--- src/rtl/axi_lite_arbiter2_pkg.sv ---
// Shared types and constants for the two-master AXI4-Lite arbiter.
// Optional AXI_ARB_FIXED_PRIO_EN is consumed by rr_pick2.
package axi_arb_pkg;

   typedef enum logic [2:0] {
      IDLE    = 3'd0,
      RD_ADDR = 3'd1,
      RD_DATA = 3'd2,
      RD_RESP = 3'd3,
      WR_ADDR = 3'd4,
      WR_DATA = 3'd5,
      WR_RESP = 3'd6
   } state_t;

   localparam logic [1:0] RESP_OKAY   = 2'b00;
   localparam logic [1:0] RESP_SLVERR = 2'b10;

   localparam logic GRANT_M0 = 1'b0;
   localparam logic GRANT_M1 = 1'b1;

endpackage

--- src/rtl/axi_lite_arbiter2_rr_pick2.sv ---
// Two-way winner select. Round-robin on ties by default; with
// AXI_ARB_FIXED_PRIO_EN defined, master 1 always wins a tie.
module rr_pick2
   import axi_arb_pkg::*;
(
   input  logic req0_i,
   input  logic req1_i,
   input  logic last_grant_i,
   output logic grant_o
);

`ifdef AXI_ARB_FIXED_PRIO_EN
   logic unused_last_grant;
   assign unused_last_grant = last_grant_i;
`endif

   always_comb begin
      grant_o = GRANT_M0;
      if (req0_i && req1_i) begin
`ifdef AXI_ARB_FIXED_PRIO_EN
         grant_o = GRANT_M1;
`else
         grant_o = ~last_grant_i;
`endif
      end else if (req1_i) begin
         grant_o = GRANT_M1;
      end
   end

endmodule

--- src/rtl/axi_lite_arbiter2.sv ---
// Two-master to one-slave AXI4-Lite arbiter, one transaction in flight.
// Tie policy set by AXI_ARB_FIXED_PRIO_EN (see rr_pick2).
module axi_lite_arbiter2
   import axi_arb_pkg::*;
#(
   parameter int ADDR_WIDTH = 32,
   parameter int DATA_WIDTH = 32
) (
   input  logic                    clk,
   input  logic                    rst,
   // master 0 (instruction fetch)
   input  logic [ADDR_WIDTH-1:0]   m0_axi_araddr,
   input  logic [2:0]              m0_axi_arprot,
   input  logic                    m0_axi_arvalid,
   output logic                    m0_axi_arready,
   output logic [DATA_WIDTH-1:0]   m0_axi_rdata,
   output logic [1:0]              m0_axi_rresp,
   output logic                    m0_axi_rvalid,
   input  logic                    m0_axi_rready,
   input  logic [ADDR_WIDTH-1:0]   m0_axi_awaddr,
   input  logic [2:0]              m0_axi_awprot,
   input  logic                    m0_axi_awvalid,
   output logic                    m0_axi_awready,
   input  logic [DATA_WIDTH-1:0]   m0_axi_wdata,
   input  logic [DATA_WIDTH/8-1:0] m0_axi_wstrb,
   input  logic                    m0_axi_wvalid,
   output logic                    m0_axi_wready,
   output logic [1:0]              m0_axi_bresp,
   output logic                    m0_axi_bvalid,
   input  logic                    m0_axi_bready,
   // master 1 (load/store)
   input  logic [ADDR_WIDTH-1:0]   m1_axi_araddr,
   input  logic [2:0]              m1_axi_arprot,
   input  logic                    m1_axi_arvalid,
   output logic                    m1_axi_arready,
   output logic [DATA_WIDTH-1:0]   m1_axi_rdata,
   output logic [1:0]              m1_axi_rresp,
   output logic                    m1_axi_rvalid,
   input  logic                    m1_axi_rready,
   input  logic [ADDR_WIDTH-1:0]   m1_axi_awaddr,
   input  logic [2:0]              m1_axi_awprot,
   input  logic                    m1_axi_awvalid,
   output logic                    m1_axi_awready,
   input  logic [DATA_WIDTH-1:0]   m1_axi_wdata,
   input  logic [DATA_WIDTH/8-1:0] m1_axi_wstrb,
   input  logic                    m1_axi_wvalid,
   output logic                    m1_axi_wready,
   output logic [1:0]              m1_axi_bresp,
   output logic                    m1_axi_bvalid,
   input  logic                    m1_axi_bready,
   // slave (MMU core port)
   output logic [ADDR_WIDTH-1:0]   s_axi_araddr,
   output logic [2:0]              s_axi_arprot,
   output logic                    s_axi_arvalid,
   input  logic                    s_axi_arready,
   input  logic [DATA_WIDTH-1:0]   s_axi_rdata,
   input  logic [1:0]              s_axi_rresp,
   input  logic                    s_axi_rvalid,
   output logic                    s_axi_rready,
   output logic [ADDR_WIDTH-1:0]   s_axi_awaddr,
   output logic [2:0]              s_axi_awprot,
   output logic                    s_axi_awvalid,
   input  logic                    s_axi_awready,
   output logic [DATA_WIDTH-1:0]   s_axi_wdata,
   output logic [DATA_WIDTH/8-1:0] s_axi_wstrb,
   output logic                    s_axi_wvalid,
   input  logic                    s_axi_wready,
   input  logic [1:0]              s_axi_bresp,
   input  logic                    s_axi_bvalid,
   output logic                    s_axi_bready
);

   localparam int STRB_W = DATA_WIDTH / 8;

   state_t                  state_q, state_d;
   logic                    grant_q, grant_d;
   logic                    last_grant_q, last_grant_d;
   logic [ADDR_WIDTH-1:0]   addr_q, addr_d;
   logic [2:0]              prot_q, prot_d;
   logic [DATA_WIDTH-1:0]   wdata_q, wdata_d;
   logic [STRB_W-1:0]       wstrb_q, wstrb_d;
   logic [DATA_WIDTH-1:0]   rdata_q, rdata_d;
   logic [1:0]              rresp_q, rresp_d;
   logic [1:0]              bresp_q, bresp_d;
   logic                    aw_done_q, aw_done_d;
   logic                    w_done_q, w_done_d;

   logic                    req0, req1, win;
   logic                    win_rd, aw_fin, w_fin;
   logic [1:0]              arready_v, awready_v, wready_v, rvalid_v, bvalid_v;
   logic [1:0]              rready_v, bready_v;

   // A master requests with a read address, or with a complete write pair.
   assign req0 = m0_axi_arvalid | (m0_axi_awvalid & m0_axi_wvalid);
   assign req1 = m1_axi_arvalid | (m1_axi_awvalid & m1_axi_wvalid);

   rr_pick2 u_pick (
      .req0_i       (req0),
      .req1_i       (req1),
      .last_grant_i (last_grant_q),
      .grant_o      (win)
   );

   assign win_rd   = win ? m1_axi_arvalid : m0_axi_arvalid;
   assign rready_v = {m1_axi_rready, m0_axi_rready};
   assign bready_v = {m1_axi_bready, m0_axi_bready};
   assign aw_fin   = aw_done_q | s_axi_awready;
   assign w_fin    = w_done_q | s_axi_wready;

   always_comb begin
      state_d       = state_q;
      grant_d       = grant_q;
      last_grant_d  = last_grant_q;
      addr_d        = addr_q;
      prot_d        = prot_q;
      wdata_d       = wdata_q;
      wstrb_d       = wstrb_q;
      rdata_d       = rdata_q;
      rresp_d       = rresp_q;
      bresp_d       = bresp_q;
      aw_done_d     = aw_done_q;
      w_done_d      = w_done_q;
      arready_v     = 2'b00;
      awready_v     = 2'b00;
      wready_v      = 2'b00;
      rvalid_v      = 2'b00;
      bvalid_v      = 2'b00;
      s_axi_arvalid = 1'b0;
      s_axi_rready  = 1'b0;
      s_axi_awvalid = 1'b0;
      s_axi_wvalid  = 1'b0;
      s_axi_bready  = 1'b0;
      case (state_q)
         IDLE: begin
            // Accept only outside reset so a held request is not lost.
            if ((req0 || req1) && !rst) begin
               grant_d   = win;
               aw_done_d = 1'b0;
               w_done_d  = 1'b0;
               if (win_rd) begin
                  arready_v[win] = 1'b1;
                  addr_d         = win ? m1_axi_araddr : m0_axi_araddr;
                  prot_d         = win ? m1_axi_arprot : m0_axi_arprot;
                  state_d        = RD_ADDR;
               end else begin
                  awready_v[win] = 1'b1;
                  wready_v[win]  = 1'b1;
                  addr_d         = win ? m1_axi_awaddr : m0_axi_awaddr;
                  prot_d         = win ? m1_axi_awprot : m0_axi_awprot;
                  wdata_d        = win ? m1_axi_wdata  : m0_axi_wdata;
                  wstrb_d        = win ? m1_axi_wstrb  : m0_axi_wstrb;
                  state_d        = WR_ADDR;
               end
            end
         end
         RD_ADDR: begin
            s_axi_arvalid = 1'b1;
            if (s_axi_arready) state_d = RD_DATA;
         end
         RD_DATA: begin
            s_axi_rready = 1'b1;
            if (s_axi_rvalid) begin
               rdata_d = s_axi_rdata;
               rresp_d = s_axi_rresp;
               state_d = RD_RESP;
            end
         end
         RD_RESP: begin
            rvalid_v[grant_q] = 1'b1;
            if (rready_v[grant_q]) begin
               last_grant_d = grant_q;
               state_d      = IDLE;
            end
         end
         WR_ADDR: begin
            // Address and data channels complete independently.
            s_axi_awvalid = !aw_done_q;
            s_axi_wvalid  = !w_done_q;
            aw_done_d     = aw_fin;
            w_done_d      = w_fin;
            if (aw_fin && w_fin) state_d = WR_DATA;
         end
         WR_DATA: begin
            s_axi_bready = 1'b1;
            if (s_axi_bvalid) begin
               bresp_d = s_axi_bresp;
               state_d = WR_RESP;
            end
         end
         WR_RESP: begin
            bvalid_v[grant_q] = 1'b1;
            if (bready_v[grant_q]) begin
               last_grant_d = grant_q;
               state_d      = IDLE;
            end
         end
         default: state_d = IDLE;
      endcase
   end

   always_ff @(posedge clk) begin
      if (rst) begin
         state_q      <= IDLE;
         grant_q      <= GRANT_M0;
         last_grant_q <= GRANT_M1;
         addr_q       <= '0;
         prot_q       <= '0;
         wdata_q      <= '0;
         wstrb_q      <= '0;
         rdata_q      <= '0;
         rresp_q      <= '0;
         bresp_q      <= '0;
         aw_done_q    <= 1'b0;
         w_done_q     <= 1'b0;
      end else begin
         state_q      <= state_d;
         grant_q      <= grant_d;
         last_grant_q <= last_grant_d;
         addr_q       <= addr_d;
         prot_q       <= prot_d;
         wdata_q      <= wdata_d;
         wstrb_q      <= wstrb_d;
         rdata_q      <= rdata_d;
         rresp_q      <= rresp_d;
         bresp_q      <= bresp_d;
         aw_done_q    <= aw_done_d;
         w_done_q     <= w_done_d;
      end
   end

   assign s_axi_araddr = addr_q;
   assign s_axi_arprot = prot_q;
   assign s_axi_awaddr = addr_q;
   assign s_axi_awprot = prot_q;
   assign s_axi_wdata  = wdata_q;
   assign s_axi_wstrb  = wstrb_q;

   assign m0_axi_arready = arready_v[0];
   assign m1_axi_arready = arready_v[1];
   assign m0_axi_awready = awready_v[0];
   assign m1_axi_awready = awready_v[1];
   assign m0_axi_wready  = wready_v[0];
   assign m1_axi_wready  = wready_v[1];
   assign m0_axi_rvalid  = rvalid_v[0];
   assign m1_axi_rvalid  = rvalid_v[1];
   assign m0_axi_bvalid  = bvalid_v[0];
   assign m1_axi_bvalid  = bvalid_v[1];

   // Response payload is shown only to the granted master.
   assign m0_axi_rdata = (grant_q == GRANT_M0) ? rdata_q : '0;
   assign m1_axi_rdata = (grant_q == GRANT_M1) ? rdata_q : '0;
   assign m0_axi_rresp = (grant_q == GRANT_M0) ? rresp_q : '0;
   assign m1_axi_rresp = (grant_q == GRANT_M1) ? rresp_q : '0;
   assign m0_axi_bresp = (grant_q == GRANT_M0) ? bresp_q : '0;
   assign m1_axi_bresp = (grant_q == GRANT_M1) ? bresp_q : '0;

endmodule

--- config.mk ---
export PLATFORM = sky130hd
export DESIGN_NAME = axi_lite_arbiter2
export DESIGN_NICKNAME = d
export VERILOG_FILES = /design/src/rtl/axi_lite_arbiter2_pkg.sv /design/src/rtl/axi_lite_arbiter2_rr_pick2.sv /design/src/rtl/axi_lite_arbiter2.sv
export SDC_FILE = /design/constraint.sdc
export NUM_CORES = 1
export LEC_CHECK = 0
export BUFFER_PORTS_ARGS = -buffer_cell sky130_fd_sc_hd__buf_4
export CAP_MARGIN = 20
export CORE_AREA = 8 8 172 174
export DETAILED_ROUTE_END_ITERATION = 7
export DIE_AREA = 0 0 180 182
export GPL_ROUTABILITY_DRIVEN = 0
export PLACE_DENSITY_LB_ADDON = 0.25
export RECOVER_POWER = 100
export SETUP_SLACK_MARGIN = 0.1
export SLEW_MARGIN = 10
export SYNTH_ARGS = -nofsm -noshare
export SYNTH_HDL_FRONTEND = slang
export SYNTH_HIERARCHICAL = 1
export SYNTH_SLANG_ARGS = --single-unit
--- constraint.sdc ---
create_clock -name clk -period 7.1 [get_ports clk]
set_input_delay 0.355 -clock clk [delete_from_list [all_inputs] [get_ports clk]]
set_output_delay 0.355 -clock clk [all_outputs]
set_load 0.01 [all_outputs]
# After elaboration in Yosys (flattened, before gate mapping)
# Cells that the tools add are included.
# word_totals
regBits	114
out_inout_bits	193
# classes
n_lt_le_gt_ge	4
eq_ne	13
muxes	53
bitwise	8
n_reduce_logical	19
# ops
operator	n
$mux W32	6
$mux W3	11
$mux W2	12
$pmux W3 S7	1
$mux W1	17
$ne A2 B2 Y1 const B	7
$eq A3 B3 Y1 const B	3
$reduce_and A2 Y1	4
$reduce_and A7 Y1	1
$eq A3 B2 Y1 const B	2
$pmux W1 S2	3
$reduce_and A3 Y1	2
$logic_and A1 B1 Y1	5
$lt A1 B2 Y1 const B	2
$mux W4	1
$or A1 B1 Y1	4
$reduce_bool A2 Y1	2
$eq A3 B1 Y1 const B	1
$logic_not A1 Y1	3
$logic_not A3 Y1	1
$and A1 B1 Y1	2
$demux W1 S1	2
$ge A1 B1 Y1 const B	2
$not A1 Y1	2
$logic_or A1 B1 Y1	1

# Logic depth before layout (Yosys ltp)
# Gate-level depths: netlist of run 1.
# depth
ltp_word	11
ltp_mapped	9
depth_no_buf	7

# Cells and area by module
# The synthesis of run 1 kept the hierarchy.
# modules_own_cells
mod	instances	cells_per_inst	area_per_inst_um2	seq_area_each_um2
axi_lite_arbiter2	1	634	6183.4	2282.2
rr_pick2	1	1	11.3	0.0

# Least setup slack after synthesis of run 1
# OpenSTA, ideal clock, no wires.
# synth_path
kind	input to output
startpoint	input m0_axi_awvalid
endpoint	output m1_axi_wready
arrival_ns	2.657
required_ns	6.745
path_slack_ns	4.088
cell_stages	9
cell_sequence	a21oi_1 > inv_1 > a21boi_2 > clkbuf_1 > mux2_2 > a2111oi_4 > buf_6 > and2_1 > buf_4
# synth_via
elab_chain_cells	11
word_cells_on_any_way	15
# synth_rtl
item	line	source
start, declared	axi_lite_arbiter2.sv:22	input logic m0_axi_awvalid,
$and A1 B1 Y1 *	axi_lite_arbiter2.sv:94	assign req0 = m0_axi_arvalid | (m0_axi_awvalid & m0_axi_wvalid);
$or A1 B1 Y1 *	axi_lite_arbiter2.sv:94	
named net req0	axi_lite_arbiter2.sv:88	logic req0, req1, win;
$logic_and A1 B1 Y1 *	axi_lite_arbiter2_rr_pick2.sv:19	if (req0_i && req1_i) begin
$mux W1 *	axi_lite_arbiter2_rr_pick2.sv:19	
named net win	axi_lite_arbiter2.sv:88	
$lt A1 B2 Y1 / $ge A1 B1 Y1 (equally long branches)	n/a	
$logic_and A1 B1 Y1	n/a	
$mux W1	n/a	
$demux W1 S1	n/a	
$mux W2 * (3 in series)	n/a	
end, declared	axi_lite_arbiter2.sv:47	output logic m1_axi_wready,
# Mark *: on every way through the listed nets, which the timed path passes. The rest lies on a longest branch.

# Worst setup path after layout of run 1
# layout_path
startpoint	input m0_axi_arvalid
endpoint	output m1_axi_arready
# layout_via
elab_chain_cells	10
word_cells_on_any_way	14
# layout_rtl
item	line	source
start, declared	axi_lite_arbiter2.sv:14	input logic m0_axi_arvalid,
$or A1 B1 Y1 *	axi_lite_arbiter2.sv:94	
named net req0	axi_lite_arbiter2.sv:88	
$logic_and A1 B1 Y1 *	axi_lite_arbiter2_rr_pick2.sv:19	
$mux W1 *	axi_lite_arbiter2_rr_pick2.sv:19	
named net win	axi_lite_arbiter2.sv:88	
$lt A1 B2 Y1 (not written as such) / $ge A1 B1 Y1 (equally long branches)	axi_lite_arbiter2.sv:141	arready_v[win] = 1'b1;
$logic_and A1 B1 Y1 (not written as such)	axi_lite_arbiter2.sv:141	
$mux W1 (not written as such)	axi_lite_arbiter2.sv:141	
$demux W1 S1	axi_lite_arbiter2.sv:141	
$mux W2 *	axi_lite_arbiter2.sv:140	if (win_rd) begin
$mux W2 *	axi_lite_arbiter2.sv:136	if ((req0 || req1) && !rst) begin
$mux W2 *	axi_lite_arbiter2.sv:133	case (state_q)
end, declared	axi_lite_arbiter2.sv:35	output logic m1_axi_arready,
# Marks and branches as above.

==> out/metrics.cfg, run 1 <==
[synthesis]
ys_ff_latch = 114
syn_inst = 635
yosys.area.top_type_share_pct = 36.8
yosys-top-cells-area = dfxtp_1 (37%), mux4_2 (13%), a211oi_2 (6.9%), mux2i_1 (6.3%), a22o_1 (4.9%)
synth_cell_types = 36
yosys-top-cells-count = dfxtp_1 (114), nand2_1 (72), nor2_1 (50)
synth_top_area_cell = dfxtp_1
ys_warn_count = 6
syn_area_per_cell_um2 = 9.76
synth_nets = 900
yosysMostFrequentCell = dfxtp_1
synth_edf_count = 0
netlist_area_mm2 = 0.00619
async_reset_ff_share_pct = 0
yosysSeqAreaShare_pct = 36.8
synthFlopType = dfxtp_1

[cts]
postCtsSetupRepairBufs = 0
post_cts_resize_count = 0
cts-root-buf = clkbuf_16
cts_sinks = 114
hold_buffers = 0
path_clk_slew_ps = 60
clock_latency_ps = 400
cts_buffers = 17
max-clock-path-buffers = 2
cts-htree-levels = 4
cts_tree = built

[placement]
place_ws_ps = 2940
hpwl_um = 21900
place_area_mm2 = 0.00960
dpl.cell_count = 1348
io_buffers = 457

[critical_path]
path_cells = clkbuf_1, a21oi_1, inv_1, a21boi_0, clkbuf_1, buf_4, and3_1, clkbuf_1
crit-reg2reg-capture = s_axi_araddr[30]$_SDFFE_PP0P_
slowest_delay_ps = 1440
critPathLaunch = m0_axi_arvalid
path_delay_family = buffers and inverters
start_kind = input port
required_ps = 6740
worstSetupEndpointType = primary output
crit_path_frequent_cell = clkbuf_1
slowest_stage = clkbuf_1
crit_buf_inv = 5
r2r.worst_path.cells = 5
r2r_slack_ps = 3220
critPathMaxFanout = 51
timing.rr.start = last_grant_q$_SDFFE_PP1P_
cp.depth = 8
path_class = input port to primary output
crit_end = m1_axi_arready
crit_arrival_ps = 4320

[route]
drt_first_pass_iters = 4
drc = 0
vias = 6127
wl_per_cell_um = 19.9
antenna_left = 0
drtIter0Drc = 266
viasPerCell = 4.44
wl_um = 27500

[finish]
antennaDiodeCount = 0
fin_cells = 1380
fin_area_mm2 = 0.00955
synthToLayoutAreaGrowth_pct = 54.1
drive_gt1_share_pct = 38.0
nFillCells = 2908
fin_nets = 1291

[sta]
worst_pin_slew_ps = 1950
slew_violations = 117
rsz0062_at_grt = no
setup_violations = 0
hold_viol = 0
finalClockSkew_ps = 10.2
max_freq_ghz = 0.214
layout_min_cycle_time_ps = 4680
relSlewSlack_pct = -30.2
fin_ws_ps = 2420
post-route-period-util_pct = 65.9
tns_ps = 0

[global_routing]
grt_pass1_wl_um = 40300
grt_start_max_net_pins = 74
grt_pass1_vias = 6514
track_usage_pct = 15.9
gr-total-overflow = 0
antenna_found_initial = 3

[worst_hold_path]
hp-class = input port to flip-flop

[floorplan]
die_h_um = 182
die_w_um = 180
core.rowCount = 60
die_area_mm2 = 0.0328
core_mm2 = 0.0267
io_pins = 458
initial_core_util_pct = 23.2

[power]
power.density_mw_per_mm2 = 250
peakVddDrop_uv = 140
finalPower_mw = 2.38
leakage_nw = 3.89

[job]
max-cap-violations = 3

[run_status]
failed_checks = capacitance limit, slew limit
run_status = finished, violations left

==> metrics by stage <==
stage / hold slack [ps] / utilization [%]
detailed placement: 457 / 36.0
CTS: 170 / 38.4
finish: 195 / 35.8
floorplan: 440 / -
global placement: 449 / 36.0
global route: 180 / 35.8
==> placed cells by master, fill, tap and decap left out, types with 2 or more instances in the layout <==
cell type	instances
nand2_1	72
inv_1	7
mux4_2	35
mux2_1	2
nand3b_1	2
nor3b_1	3
mux2i_1	39
a22o_1	35
bufinv_16	3
a211oi_2	26
clkbuf_1	168
clkinv_4	3
or2_0	2
a22oi_1	4
and2_0	27
inv_6	4
and2_1	11
o21ai_0	3
a211oi_1	10
clkbuf_16	17
nand3_1	4
dfxtp_1	114
o22ai_1	2
nor2b_1	37
clkinvlp_4	3
nor2_1	50
a21oi_1	42
buf_4	298
==> cell type report <==
cell class / instances / area (µm²) / area share (%)
Clock buffer: 19 / 443 / 4.64
Clock inverter: 13 / 174 / 1.82
Inverter: 7 / 26.3 / 0.275
Multi-Input combinational cell: 421 / 3330 / 34.9
Sequential cell: 114 / 2280 / 23.9
Tap cell: 341 / 427 / 4.47
Timing Repair Buffer: 465 / 2860 / 30.0
==> layer usage <==
metal | track usage [%] | routed length, µm | vias up
met5 | 0 | 41 | -
met4 | 5.47 | 692 | 6
met2 | 28.2 | 13800 | 262
met1 | 17.1 | 10800 | 2839
li1 | - | - | 2987
met3 | 6.17 | 2130 | 33
==> cell families (layout without fill, tap and decap cells) <==
group	after synthesis	after routing	share of synthesized area, %
simple gates	213	213	16.6
mux	77	77	19.6
flops	114	114	36.8
xor+xnor	1	1	0.141
compound gates	130	130	17.8
buf+inv	100	504	9.07
==> worst reg2reg max path: cells and delay by family (launching register included) <==
family	cells	cell delay [ps]
buf+inv	2	2300
mux	1	630
compound gates	2	520
flops	1	330
==> registers in the layout, summed over array words and instances (netlist names) <==
name          cells
state_q           3
w_done_q          1
s_axi_araddr     32
s_axi_arprot      3
last_grant_q      1
grant_q           1
aw_done_q         1
bresp_q           2
s_axi_wstrb       4
rresp_q           2
s_axi_wdata      32
rdata_q          32
==> worst min path at each step <==
stage,from,end,slack [ps],depth (start not counted)
5_1_grt,s_axi_rdata[13],rdata_q[13]$_SDFFE_PP0P_,180,3
4_1_cts,s_axi_rdata[8],rdata_q[8]$_SDFFE_PP0P_,170,3
2_1_floorplan,bresp_q[0]$_SDFFE_PP0P_,bresp_q[0]$_SDFFE_PP0P_,440,2
3_3_place_gp,rdata_q[13]$_SDFFE_PP0P_,rdata_q[13]$_SDFFE_PP0P_,450,2
6_report,s_axi_rdata[5],rdata_q[5]$_SDFFE_PP0P_,190,3
3_5_place_dp,rdata_q[13]$_SDFFE_PP0P_,rdata_q[13]$_SDFFE_PP0P_,460,2
==> where the power goes <==
part | internal, mW | total (mW) | leakage (nW) | switching (mW)
registers | 0.730 | 0.808 | 0.932 | 0.0774
clock network | 0.568 | 0.901 | 0.291 | 0.333
logic | 0.304 | 0.675 | 2.67 | 0.371
(Power assumes the default switching activity.)
==> inputs of run 2 (changes only) <==
Settings changed: ABC_AREA from default to 1, CORE_AREA 8 8 172 174 to default, CORE_MARGIN from default to 8, CORE_UTILIZATION from default to 25, DIE_AREA 0 0 180 182 to default.
Clock period 7.1 ns to 3.81 ns, I/O delays scaled along.
==> run 2 against run 1 <==
The flow still finishes with violations (capacitance limit, slew limit). Clock power rose by 91%. Total power rose by 120%. Clock skew rose by 0.80 ps. Flip-flop and latch count did not move. Global-route usage rose by 0.60 points. Critical endpoint is now m0_axi_wready. Synthesized area rose by 12%.
==> out/metrics.cfg, run 2 <==
[run_status]
run_status = finished, violations left
failed_checks = capacitance limit, slew limit

[finish]
fin_nets = 1831
final_cell_mix = nand2_1 (498), buf_4 (272), clkbuf_1 (193), inv_1 (165), dfxtp_1 (114)
fin_area_mm2 = 0.0101
final_common_cell = nand2_1
fin_cells = 1925
synthToLayoutAreaGrowth_pct = 46.7
drive_gt1_share_pct = 20.2
antennaDiodeCount = 0
final_util_pct = 36.9

[sta]
slew_violations = 69
hold_viol = 0
rsz0062_at_grt = no
relSlewSlack_pct = -17.0
worst_pin_slew_ps = 1750
finalClockSkew_ps = 11.0
holdWs_ps = 59.4
tns_ps = 0
layout_min_cycle_time_ps = 3120
post-route-period-util_pct = 81.8
fin_ws_ps = 692
setup_violations = 0
max_freq_ghz = 0.321

[placement]
hpwl_um = 22200
place_ws_ps = 1030
place_area_mm2 = 0.0102
dpl.cell_count = 1891
io_buffers = 457

[global_routing]
grt_pass1_vias = 8098
gr-total-overflow = 0
grt_pass1_wl_um = 44000
antenna_found_initial = 0
grt_start_max_net_pins = 109
track_usage_pct = 16.5

[critical_path]
crit_buf_inv = 4
path_class = input port to primary output
path_cells = dlygate4sd3_1, clkbuf_1, inv_2, nand3_2, nor3_1, buf_4
critPathLaunch = rst
timing.rr.start = state_q[2]$_SDFFE_PP0P_
worstSetupEndpointType = primary output
crit_arrival_ps = 2930
critPathMaxFanout = 40
required_ps = 3620
path_delay_family = buffers and inverters
slowest_delay_ps = 720
start_kind = input port
slowest_stage = nand3_2

[synthesis]
synth_edf_count = 0
synth_cell_types = 24
yosysSeqAreaShare_pct = 33.0
yosys-top-cells-area = dfxtp_1 (33%), nand2_1 (27%), inv_1 (8.8%), a21oi_1 (8.2%), o21ai_0 (5.4%)
yosysMostFrequentCell = nand2_1
ys_warn_count = 6
synth_top_area_cell = dfxtp_1
yosys.area.top_type_share_pct = 33.0
syn_inst = 1187
netlist_area_mm2 = 0.00691
async_reset_ff_share_pct = 0
syn_area_per_cell_um2 = 5.82
synthFlopType = dfxtp_1
yosys-top-cells-count = nand2_1 (497), inv_1 (162), dfxtp_1 (114)
ys_ff_latch = 114
synth_nets = 1452

[cts]
cts-root-buf = clkbuf_16
cts_tree = built
cts_buffers = 17
max-clock-path-buffers = 2
post_cts_resize_count = 0
clock_latency_ps = 410
cts-htree-levels = 4
cts_sinks = 114
postCtsSetupRepairBufs = 0
path_clk_slew_ps = 60

[power]
power.density_mw_per_mm2 = 521
peakVddDrop_uv = 240
leakage_nw = 5.24
finalPower_mw = 5.29

[route]
drt_first_pass_iters = 4
drc = 0
viasPerCell = 4.26
antenna_left = 0
vias = 8191
wl_um = 28500
drtIter0Drc = 351
wl_per_cell_um = 14.8

[floorplan]
initial_core_util_pct = 25.2
die_w_um = 182
core_mm2 = 0.0275
die_area_mm2 = 0.0332
core.rowCount = 61
io_pins = 458
die_h_um = 182

[worst_hold_path]
hp-class = input port to flip-flop
hold_path.startpoint = s_axi_rdata[15]

[job]
max-cap-violations = 1

==> run 2: worst min-delay path, delay by kind of cell <==
family | cells | cell delay, ps
AOI/OAI and AO/OA | 2 | 170
buffers and inverters | 1 | 70
==> run 2: kinds of logic after synthesis <==
family / share of synthesized area, %
flops: 33.0
simple gates: 32.0
compound gates: 16.4
buf+inv: 18.6
==> run 2: power breakdown <==
part / internal [mW] / switching, mW / total [mW] / leakage (nW)
combinational: 0.681 / 1.23 / 1.91 / 4.01
sequential: 1.45 / 0.203 / 1.65 / 0.932
clock: 1.11 / 0.616 / 1.72 / 0.298
total: 3.24 / 2.05 / 5.29 / 5.24
==> run 2: area by class of cell <==
class,instances,area (µm²)
clock buffers,18,429
fillers,3181,17300
repair buffers,469,2820
flip-flops and latches,114,2280
inverters,169,636
well taps,346,433
clock inverters,14,200
multi-input cells,795,3340
==> run 2: metal layers <==
| metal | wire [µm] | track usage, % |
|---|---|---|
| met5 | 0 | 0 |
| met4 | 643 | 5.41 |
| met3 | 2170 | 6.04 |
| met2 | 13900 | 28.6 |
| met1 | 11800 | 18.6 |
==> run 2: final timing paths <==
kind / to / slack [ps] / depth (start not counted)
setup reg to reg: rdata_q[0]$_SDFFE_PP0P_ / 1000 / 6
setup / recovery: m0_axi_wready / 690 / 6
hold / removal: rdata_q[15]$_SDFFE_PP0P_ / 60 / 3
hold reg to reg: s_axi_wdata[20]$_SDFFE_PP0P_ / 440 / 2
==> run 2: timing repair <==
action,in CTS,in global routing
setup endpoints to repair,0,0
endpoints found under the hold margin,3,0
hold buffers,1,0
==> inputs of run 3 (changes only) <==
Clock period 3.81 ns to 3.02 ns, I/O delays scaled along.
==> run 3 against run 2 <==
Non-clock buffer count up 10. Critical endpoint unchanged. Clock skew down 2.7 ps. Critical path depth unchanged. Largest cell class unchanged. The run now ends clean. Final area about the same.
==> out/metrics.cfg, run 3 (synthesis results as in run 2) <==
[finish]
fin_cells = 1935
final_cell_mix = nand2_1 (499), buf_4 (276), clkbuf_1 (199), inv_1 (167)
final_common_cell = nand2_1
fin_nets = 1841
final_util_pct = 36.9
drive_gt1_share_pct = 20.1
antennaDiodeCount = 0
synthToLayoutAreaGrowth_pct = 46.8

[cts]
cts-root-buf = clkbuf_16
cts_tree = built
cts_sinks = 114
path_clk_slew_ps = 60
cts_buffers = 17
max-clock-path-buffers = 2
cts-htree-levels = 4
clock_latency_ps = 400

[power]
p_comb_share_pct = 37.2
p_int_mw = 4.01
switchingPower_mw = 2.58
power.density_mw_per_mm2 = 649
pwr-share-clk_pct = 31.2
p_seq_share_pct = 31.7
finalPower_mw = 6.58
leakage_nw = 5.27
peakVddDrop_uv = 326
switching_share_pct = 39.1

[sta]
rsz0062_at_grt = no
worst_pin_slew_ps = 1210
fin_ws_ps = 312
tns_ps = 0
finalClockSkew_ps = 8.28
max_freq_ghz = 0.369
relSlewSlack_pct = 19.7
setup_violations = 0
post-route-period-util_pct = 89.7
layout_min_cycle_time_ps = 2710
hold_viol = 0
slew_violations = 0

[placement]
hpwl_um = 22600
place_ws_ps = 714
dpl.cell_count = 1902
io_buffers = 457

[route]
antenna_left = 0
wl_um = 29000
drt_first_pass_iters = 5
drtIter0Drc = 417
wl_per_cell_um = 15.0
drc = 0
viasPerCell = 4.29
vias = 8310

[run_status]
run_status = completed

[global_routing]
grt_pass1_vias = 8347
antenna_found_initial = 0
grt_pass1_wl_um = 44800
gr-total-overflow = 0
track_usage_pct = 16.7
grt_start_max_net_pins = 114

[floorplan]
io_pins = 458
initial_core_util_pct = 25.2
die_area_mm2 = 0.0332
die_w_um = 182
core_mm2 = 0.0275
core.rowCount = 61
die_h_um = 182

[critical_path]
start_kind = flip-flop
worstSetupEndpointType = primary output
path_class = flip-flop to primary output
critPathMaxFanout = 36
crit_arrival_ps = 2560
required_ps = 2870

[worst_hold_path]
hp-class = input port to flip-flop

[job]
max-cap-violations = 0

## run 3: cell types whose count changed in the layout (fill, tap and decap cells not counted), sizes merged
cell	previous run	this run
bufinv	4	3
inv	173	170
clkbuf	212	219
clkinv	3	7
buf	274	278
clkinvlp	3	2
## run 3: worst paths after layout
kind,to,depth (start not counted),slack (ps),start
max,m0_axi_wready,6,310,state_q[1]$_SDFFE_PP0P_
max reg2reg,rdata_q[29]$_SDFFE_PP0P_,7,490,state_q[2]$_SDFFE_PP0P_
min,rdata_q[18]$_SDFFE_PP0P_,3,30,s_axi_rdata[18]
min reg2reg,s_axi_wdata[23]$_SDFFE_PP0P_,2,440,s_axi_wdata[23]$_SDFFE_PP0P_
## run 3: timing repair
item,4_1_cts,5_1_grt
endpoints found under the hold margin,3,0
hold buffers,1,0
resized for setup,0,0
buffers inserted,0,0
## run 3: cell type report
class | instances | area (µm²)
tap | 346 | 433
clock inverter | 13 | 160
inverter | 169 | 636
fill | 3193 | 17300
sequential | 114 | 2280
timing repair buffer | 479 | 2880
multi-input combinational | 795 | 3330
clock buffer | 19 | 433
## run 3: power groups by stage
stage / logic, mW / clock network, mW / registers [mW]
2_1_floorplan: 1.63 / 0 / 2.15
3_3_place_gp: 2.88 / 0 / 2.13
3_5_place_dp: 2.89 / 0 / 2.13
4_1_cts: 2.90 / 2.13 / 2.11
5_1_grt: 2.79 / 2.20 / 2.13
6_report: 2.45 / 2.05 / 2.08
## run 3: metrics by stage
step | area [µm²] | hold WS (ps)
final | 10100 | 30.9
after CTS | 10900 | 5.72
after global placement | 10300 | 356
after detailed placement | 10300 | 359
after floorplan | 6910 | 220
after global routing | 10100 | 15.9
## run 3: worst max-delay path, cell delays in order, from the launching register on
cell,delay (ps)
dfxtp_1,360
inv_1,180
nand2_1,150
nor2_4,210
nand3_2,580
nor3_2,460
clkbuf_1,200
## run 3: layer usage
metal	track usage (%)	vias to the layer above	routed length, µm
li1	-	4337	-
met1	19.1	3676	12100
met2	29.2	273	14200
met3	5.87	24	2250
met4	4.62	0	529
met5	0	-	0
